`src/rtl/sram_arbiter.sv`:
```
// ---------------------------------------------------------------------------
// sram_arbiter
//
// Shares one 16-bit SRAM controller port between three requesters:
//   - loader : 32-bit word writes, split into a low-half then a high-half write
//   - PPU    : byte reads
//   - CPU    : byte reads, and byte writes done as read-modify-write of a half
//
// Memory organisation: byte address a -> word a[16:2], half a[1], byte a[0].
// The low half of word w lives at {2'b00,w}; the high half at 18'h10000|w.
// Byte 0 is bits [7:0] of the half, byte 1 is bits [15:8].
//
// Ports
//   clock, reset              system clock, synchronous active-high reset
//   load_req/addr/data/ack    loader word-write channel
//   ppu_req/addr/rdata/ack    PPU byte-read channel
//   cpu_req/wren/addr/wdata/rdata/ack   CPU byte read/write channel
//   mem_addr/wdata/rdata      half-word address and data to/from controller
//   mem_read/mem_write        registered access strobes (never both high)
//   mem_ready                 controller completion pulse
//   busy                      arbiter is not idle
//   timeout_err               sticky: an access exceeded READY_TIMEOUT cycles
// ---------------------------------------------------------------------------
module sram_arbiter #(
    parameter int READY_TIMEOUT = 255
) (
    input  logic        clock,
    input  logic        reset,
    input  logic        load_req,
    input  logic [14:0] load_addr,
    input  logic [31:0] load_data,
    output logic        load_ack,
    input  logic        ppu_req,
    input  logic [16:0] ppu_addr,
    output logic [7:0]  ppu_rdata,
    output logic        ppu_ack,
    input  logic        cpu_req,
    input  logic        cpu_wren,
    input  logic [16:0] cpu_addr,
    input  logic [7:0]  cpu_wdata,
    output logic [7:0]  cpu_rdata,
    output logic        cpu_ack,
    output logic [17:0] mem_addr,
    output logic [15:0] mem_wdata,
    input  logic [15:0] mem_rdata,
    output logic        mem_read,
    output logic        mem_write,
    input  logic        mem_ready,
    output logic        busy,
    output logic        timeout_err
);

    // The timer only has to reach READY_TIMEOUT-1.
    localparam int TW = (READY_TIMEOUT > 2) ? $clog2(READY_TIMEOUT) : 1;

    typedef enum logic [2:0] {
        IDLE, LD_LO, GAP, LD_HI, RD, RMW_RD, RMW_WR, DONE
    } state_t;

    typedef enum logic [1:0] {
        OWN_LOAD, OWN_PPU, OWN_CPU
    } owner_t;

    state_t        state, state_d;
    owner_t        owner, owner_d;
    logic [14:0]   word, word_d;          // latched word address
    logic          half, half_d;          // latched half select
    logic          byte_sel, byte_sel_d;  // latched byte select
    logic [31:0]   data, data_d;          // load word, or CPU byte in [7:0]
    logic [15:0]   rmw_buf, rmw_buf_d;    // half read during CPU write
    logic          last_cpu, last_cpu_d;  // 1: CPU won the last PPU/CPU grant
    logic [TW-1:0] timer, timer_d;        // cycles the current strobe waited
    logic          timeout_err_d;
    logic [7:0]    ppu_rdata_d, cpu_rdata_d;
    logic [17:0]   mem_addr_d;
    logic [15:0]   mem_wdata_d;
    logic          mem_read_d, mem_write_d;
    logic          load_ack_d, ppu_ack_d, cpu_ack_d;
    logic [7:0]    rd_byte;

    assign busy    = (state != IDLE);
    assign rd_byte = byte_sel ? mem_rdata[15:8] : mem_rdata[7:0];

    // Next-state, next-latch and next-output logic. Strobes, address, data and
    // acks are computed from the *next* state so that their registers line up
    // with the state they belong to (strobe high the cycle after the grant).
    always_comb begin
        // NOTE: every variable gets a default first so no path leaves one
        // unassigned; that is what keeps this block free of inferred latches.
        state_d       = state;
        owner_d       = owner;
        word_d        = word;
        half_d        = half;
        byte_sel_d    = byte_sel;
        data_d        = data;
        rmw_buf_d     = rmw_buf;
        last_cpu_d    = last_cpu;
        timer_d       = timer;
        timeout_err_d = timeout_err;
        ppu_rdata_d   = ppu_rdata;
        cpu_rdata_d   = cpu_rdata;

        case (state)
            IDLE: begin
                timer_d = '0;
                if (load_req) begin
                    owner_d = OWN_LOAD;
                    word_d  = load_addr;
                    data_d  = load_data;
                    state_d = LD_LO;
                end else if (ppu_req && (!cpu_req || last_cpu)) begin
                    owner_d    = OWN_PPU;
                    word_d     = ppu_addr[16:2];
                    half_d     = ppu_addr[1];
                    byte_sel_d = ppu_addr[0];
                    last_cpu_d = 1'b0;
                    state_d    = RD;
                end else if (cpu_req) begin
                    owner_d    = OWN_CPU;
                    word_d     = cpu_addr[16:2];
                    half_d     = cpu_addr[1];
                    byte_sel_d = cpu_addr[0];
                    data_d     = {24'h000000, cpu_wdata};
                    last_cpu_d = 1'b1;
                    state_d    = cpu_wren ? RMW_RD : RD;
                end
            end

            LD_LO, LD_HI, RD, RMW_RD, RMW_WR: begin
                if (mem_ready) begin
                    timer_d = '0;
                    case (state)
                        LD_LO:  state_d = GAP;
                        RMW_RD: begin
                            rmw_buf_d = mem_rdata;
                            state_d   = GAP;
                        end
                        RD: begin
                            if (owner == OWN_PPU) ppu_rdata_d = rd_byte;
                            else                  cpu_rdata_d = rd_byte;
                            state_d = DONE;
                        end
                        default: state_d = DONE;   // LD_HI, RMW_WR
                    endcase
                end else if (timer == TW'(READY_TIMEOUT - 1)) begin
                    // Controller never answered: abandon the access and still
                    // ack the owner so it is not left waiting forever.
                    timer_d       = '0;
                    timeout_err_d = 1'b1;
                    state_d       = DONE;
                end else begin
                    timer_d = timer + TW'(1);
                end
            end

            GAP:     state_d = (owner == OWN_LOAD) ? LD_HI : RMW_WR;
            DONE:    state_d = IDLE;
            default: state_d = IDLE;
        endcase

        // Outputs for the cycle after this edge.
        mem_read_d  = (state_d == RD) || (state_d == RMW_RD);
        mem_write_d = (state_d == LD_LO) || (state_d == LD_HI) || (state_d == RMW_WR);
        load_ack_d  = (state_d == DONE) && (owner_d == OWN_LOAD);
        ppu_ack_d   = (state_d == DONE) && (owner_d == OWN_PPU);
        cpu_ack_d   = (state_d == DONE) && (owner_d == OWN_CPU);

        mem_addr_d  = mem_addr;
        mem_wdata_d = mem_wdata;
        case (state_d)
            LD_LO: begin
                mem_addr_d  = {3'b000, word_d};
                mem_wdata_d = data_d[15:0];
            end
            LD_HI: begin
                mem_addr_d  = {1'b0, 1'b1, 1'b0, word_d};
                mem_wdata_d = data_d[31:16];
            end
            RD, RMW_RD: mem_addr_d = {1'b0, half_d, 1'b0, word_d};
            RMW_WR: begin
                mem_addr_d  = {1'b0, half_d, 1'b0, word_d};
                // Replace only the addressed byte; keep the other as read.
                mem_wdata_d = byte_sel_d ? {data_d[7:0], rmw_buf_d[7:0]}
                                         : {rmw_buf_d[15:8], data_d[7:0]};
            end
            default: ;
        endcase
    end

    // NOTE: reset is synchronous (sampled on the clock edge), and all state is
    // updated with non-blocking assignments so every register sees the values
    // from before the edge regardless of statement order.
    always_ff @(posedge clock) begin
        if (reset) begin
            state       <= IDLE;
            owner       <= OWN_LOAD;
            word        <= '0;
            half        <= 1'b0;
            byte_sel    <= 1'b0;
            data        <= '0;
            rmw_buf     <= '0;
            last_cpu    <= 1'b1;   // PPU wins the first contested grant
            timer       <= '0;
            timeout_err <= 1'b0;
            ppu_rdata   <= 8'h00;
            cpu_rdata   <= 8'h00;
            mem_addr    <= '0;
            mem_wdata   <= '0;
            mem_read    <= 1'b0;
            mem_write   <= 1'b0;
            load_ack    <= 1'b0;
            ppu_ack     <= 1'b0;
            cpu_ack     <= 1'b0;
        end else begin
            state       <= state_d;
            owner       <= owner_d;
            word        <= word_d;
            half        <= half_d;
            byte_sel    <= byte_sel_d;
            data        <= data_d;
            rmw_buf     <= rmw_buf_d;
            last_cpu    <= last_cpu_d;
            timer       <= timer_d;
            timeout_err <= timeout_err_d;
            ppu_rdata   <= ppu_rdata_d;
            cpu_rdata   <= cpu_rdata_d;
            mem_addr    <= mem_addr_d;
            mem_wdata   <= mem_wdata_d;
            mem_read    <= mem_read_d;
            mem_write   <= mem_write_d;
            load_ack    <= load_ack_d;
            ppu_ack     <= ppu_ack_d;
            cpu_ack     <= cpu_ack_d;
        end
    end

endmodule
```
`config.mk`:
```
export PLATFORM = sky130hd
export DESIGN_NAME = sram_arbiter
export DESIGN_NICKNAME = d
export VERILOG_FILES = /design/src/rtl/sram_arbiter.sv
export SDC_FILE = /design/constraint.sdc
export NUM_CORES = 1
export LEC_CHECK = 0
export ABC_AREA = 1
export ABC_CLOCK_PERIOD_IN_PS = 1900
export CAP_MARGIN = 0
export CORE_MARGIN = 1.5
export CORE_UTILIZATION = 29
export DETAILED_ROUTE_END_ITERATION = 7
export MAX_ROUTING_LAYER = met4
export PLACE_DENSITY_LB_ADDON = 0.08
export SLEW_MARGIN = 10
export SYNTH_ARGS = -nofsm -noshare
export SYNTH_HDL_FRONTEND = slang
export SYNTH_SLANG_ARGS = --single-unit
export TNS_END_PERCENT = 20
```
`constraint.sdc`:
```
create_clock -name clock -period 1.9 [get_ports clock]
set_input_delay 0.38 -clock clock [delete_from_list [all_inputs] [get_ports clock]]
set_output_delay 0.38 -clock clock [all_outputs]
set_load 0.005 [all_outputs]
```
==> results by stage <==
Critical path:
- The startpoint type of the worst setup path is a flop.
- Data arrives at the worst endpoint at 2310 ps.
- Data on the critical path is required at its endpoint by 2260 ps.
- The critical path goes through inv_2 > ha_4 > inv_2 > nor2_2 > nand2_2 > buf_6 > a21oi_4 > buf_6 > nand3_4 > buf_12 > buf_8 > clkinv_8 > nand2_8 > nand3_2 > nor2_1 > nor2_1.
- The endpoint type of the worst setup path is a flop.
- The biggest cell delay along the critical path is 330 ps.
- The largest driver fanout on the critical path is 8.
- The category of the most critical setup path is reg -> reg.
- The critical path's slowest cell is dfxtp_2.
- The worst reg-to-reg path cell count is 16.

CTS:
- The number of levels in the clock H-tree is 4.
- The clock transition at the registers of the reported paths is 60 ps.
- The clock passes through at most 2 buffers.
- The total clock buffers created by CTS is 17.
- The root cell of the clock tree is clkbuf_16.
- The number of sinks on the clock net is 133.
- The TritonCTS clock tree is built.
- The number of hold buffers added after CTS was 0.
- The later-pin clock latency in the skew report is 420 ps.

Layout:
- The layout-stage area growth over the synthesis result is 56.8%.
- The fraction of final layout cells with drive strength greater than 1 is 0.194.
- In the layout the commonest cells are nand2_1 (206), clkdlybuf4s50_1 (163), dfxtp_1 (128), nor2_1 (109), buf_4 (103).
- The post-route cell area is 9980 um^2.
- The finished layout holds 1,460 standard cells, fillers aside.
- The most common cell after layout, fill and taps aside is nand2_1.
- The final-stage net count is 1,282.
- 0 antenna diodes ended up in the layout.

Detailed routing:
- The per-cell routed wire length is 14.8 um.
- The vias after detailed routing is 6,643.
- The first detailed-routing pass took 5 iterations.
- The post-detailed-routing wire length is 21,600 um.
- The remaining design rule violation count is 0.
- In the routed layout, each cell is associated on average with a via count of 4.55.
- In this run the remaining antenna-violating nets after routing total 0.
- The number of DRC markers after the initial detailed-route iteration is 387.

Run:
- Max-cap violations in this run came to 0.

STA:
- The minimum clock period is 1950 ps.
- The max-slew violation count was 0.
- Setup repair after global routing could not meet its margin everywhere.
- The final number of setup-violating endpoints is 27.
- Across all setup checks in the final design, the least slack found is -52.8 ps.
- Dividing the final minimum period by the clock period gives 1.03.
- The fmax is 512 MHz.
- The count of final hold-check violations is 0.
- The clock arrives with 14.5 ps of skew.

Run status:
- The final reports fail on setup timing.
- The run finished, with violations left.

Placed design:
- Summed over all nets, the half-perimeter wirelength after detailed placement is 15,300 um.
- The count of buffers from port buffering is 166.
- Routability-driven placement finished with a final weighted congestion of 0.780.
- Prior to clock tree synthesis, the placed netlist has a worst setup slack of -488 ps.
- In this run, placement finished with an instance count of 1,400.
- The cell area after placement is 8890 um^2.

Global routing:
- Across every metal layer, demand over resource in global routing totals 0.192.
- Global routing finished with a remaining overflow of 0.
- The number of antenna violations at the first check in global routing is 0.
- The wire length of the first global-routing pass is 32,400 um.
- Entering global routing, the biggest net connects 42 pins.
- The via count of the first global-routing pass is 6,100.

Synthesis:
- A synthesized cell averages 7.01 um^2.
- After technology mapping, the gate count stands at 908.
- The share of the yosys chip area belonging to registers is 0.418.
- The warning count from the yosys run is 0.
- The mapped netlist covers 6370 um^2.
- The number of different library cells used by synthesis comes to 41.
- After synthesis the netlist holds a flip-flop and latch count of 133.

Hold path:
- Counting instances, the worst hold path has a depth of 4.
- The path class of the tightest hold or removal check is in -> reg.

Floorplanning:
- From bottom edge to top edge, the die measures 151 um.
- Row generation in the floorplan step produced 54 rows.
- The die covers 22,900 um^2.
- The die width is 151 um.
- The region available for standard cell placement spans 21,700 um^2.
- The number of top-level design ports is 169.
- The starting density of the core is 0.294.

Power and ir drop:
- The worst voltage drop across the vdd grid is 0.746 mV.
- For this design the static power due to leakage is 4.25 nW.
- The power density normalized to cell area is 1510 nW/um^2.
[state kept, by name, summed over array words and instances, names as in the netlist]
name / cells
byte_sel: 1
cpu_ack: 1
cpu_rdata: 8
data: 32
half: 1
last_cpu: 1
load_ack: 1
mem_addr: 16
mem_read: 1
mem_wdata: 16
mem_write: 1
owner: 2
ppu_ack: 1
ppu_rdata: 8
rmw_buf: 16
state: 3
timeout_err: 1
timer: 8
word: 15
[through the flow]
stage / utilization / power, mW / hold slack (ps) / setup TNS (ps)
after floorplan: - / 7.81 / 422 / 0
after global placement: 0.410 / 10.4 / 440 / -19930
after detailed placement: 0.410 / 10.4 / 440 / -19720
after CTS: 0.449 / 14.3 / 320 / -28.7
after global routing: 0.460 / 16.1 / 354 / -5080
final: 0.460 / 15.0 / 336 / -790
[worst max-delay path: cells and delay by family, from the launching register on]
kind	cells	cell delay, ps
flops	1	330
simple gates	7	490
buf+inv	7	730
compound gates	1	210
fa+ha+maj	1	120
[report_power, final]
| group | switching (mW) | total, mW | leakage [nW] | internal, mW |
|---|---|---|---|---|
| sequential | 0.314 | 3.77 | 1.09 | 3.45 |
| combinational | 4.53 | 8.21 | 2.89 | 3.67 |
| clock | 1.23 | 3.07 | 0.271 | 1.84 |
[kinds of logic after synthesis]
family                     Yosys count  share of synthesized area
xor gates and xnor gates             2                    0.00275
and+or+nand+nor                    452                      0.312
buffers and inverters              136                     0.0947
muxes                                4                    0.00668
adders and majority gates            2                    0.00393
DFF                                133                      0.418
AOI/OAI and AO/OA                  178                      0.161
other                                1                   0.000589
[per-layer routing]
| metal | track usage | part of all wire | vias to the layer above |
|---|---|---|---|
| met3 | 0.0449 | 0.050 | 29 |
| met5 | - | 0 | - |
| met1 | 0.243 | 0.46 | 2982 |
| met2 | 0.303 | 0.47 | 166 |
| li1 | - | - | 3466 |
| met4 | 0.0626 | 0.021 | 0 |
[final cells by class]
class / count / area (um^2)
clock buffers: 20 / 457
inverters: 86 / 337
repair buffers: 286 / 2720
multi-input cells: 644 / 3360
fillers: 2214 / 11700
clock inverters: 11 / 85.1
well taps: 280 / 350
flip-flops and latches: 133 / 2680
[cells in the mapped netlist]
library cell,instances,share of area
mux2i_1,2,0.0031
mux2_2,2,0.0035
clkinv_1,1,0.00059
o21ai_1,14,0.011
a211oi_1,1,0.0012
conb_1,1,0.00059
inv_4,1,0.00098
o21a_1,10,0.012
o211ai_1,16,0.019
nand2_1,221,0.13
nand2_2,7,0.0069
nand3_1,67,0.053
nand2_4,5,0.0088
a21oi_4,2,0.0051
a21oi_1,74,0.058
or2_2,1,0.00098
nor3_1,6,0.0047
inv_1,80,0.047
nand4_4,1,0.0033
dfxtp_1,133,0.42
or2_1,8,0.0079
nor2_1,117,0.069
nor2_2,1,0.00098
inv_2,3,0.0018
buf_6,8,0.014
clkbuf_1,31,0.018
a22oi_1,2,0.0024
nand4_1,9,0.0088
nor4_4,1,0.0033
xor2_1,2,0.0028
buf_2,5,0.0039
o21ai_2,2,0.0028
nor2_4,4,0.0071
nand3_4,1,0.0028
o21ai_0,48,0.038
buf_4,6,0.0071
o22ai_1,1,0.00098
ha_1,2,0.0039
clkinv_2,1,0.00079
a32oi_1,8,0.011
nand3_2,3,0.0047
[final timing paths]
check / end / startpoint / slack, ps
worst max register to register: mem_wdata[10] / timer[0] / -50
worst max-delay path: mem_wdata[10] / timer[0] / -50
worst min register to register: cpu_rdata[5] / cpu_rdata[5] / 440
worst min-delay path: timer[4] / reset / 340
[timing repair]
| item | in CTS | in global routing |
|---|---|---|
| gates cloned | 4 | 3 |
| setup endpoints to repair | 34 | 37 |
| setup buffers | 19 | 3 |
| gates resized for setup | 35 | 43 |
| endpoints found under the hold margin | 0 | 0 |
| pin swaps | 8 | 10 |
(Power assumes the default switching activity.)
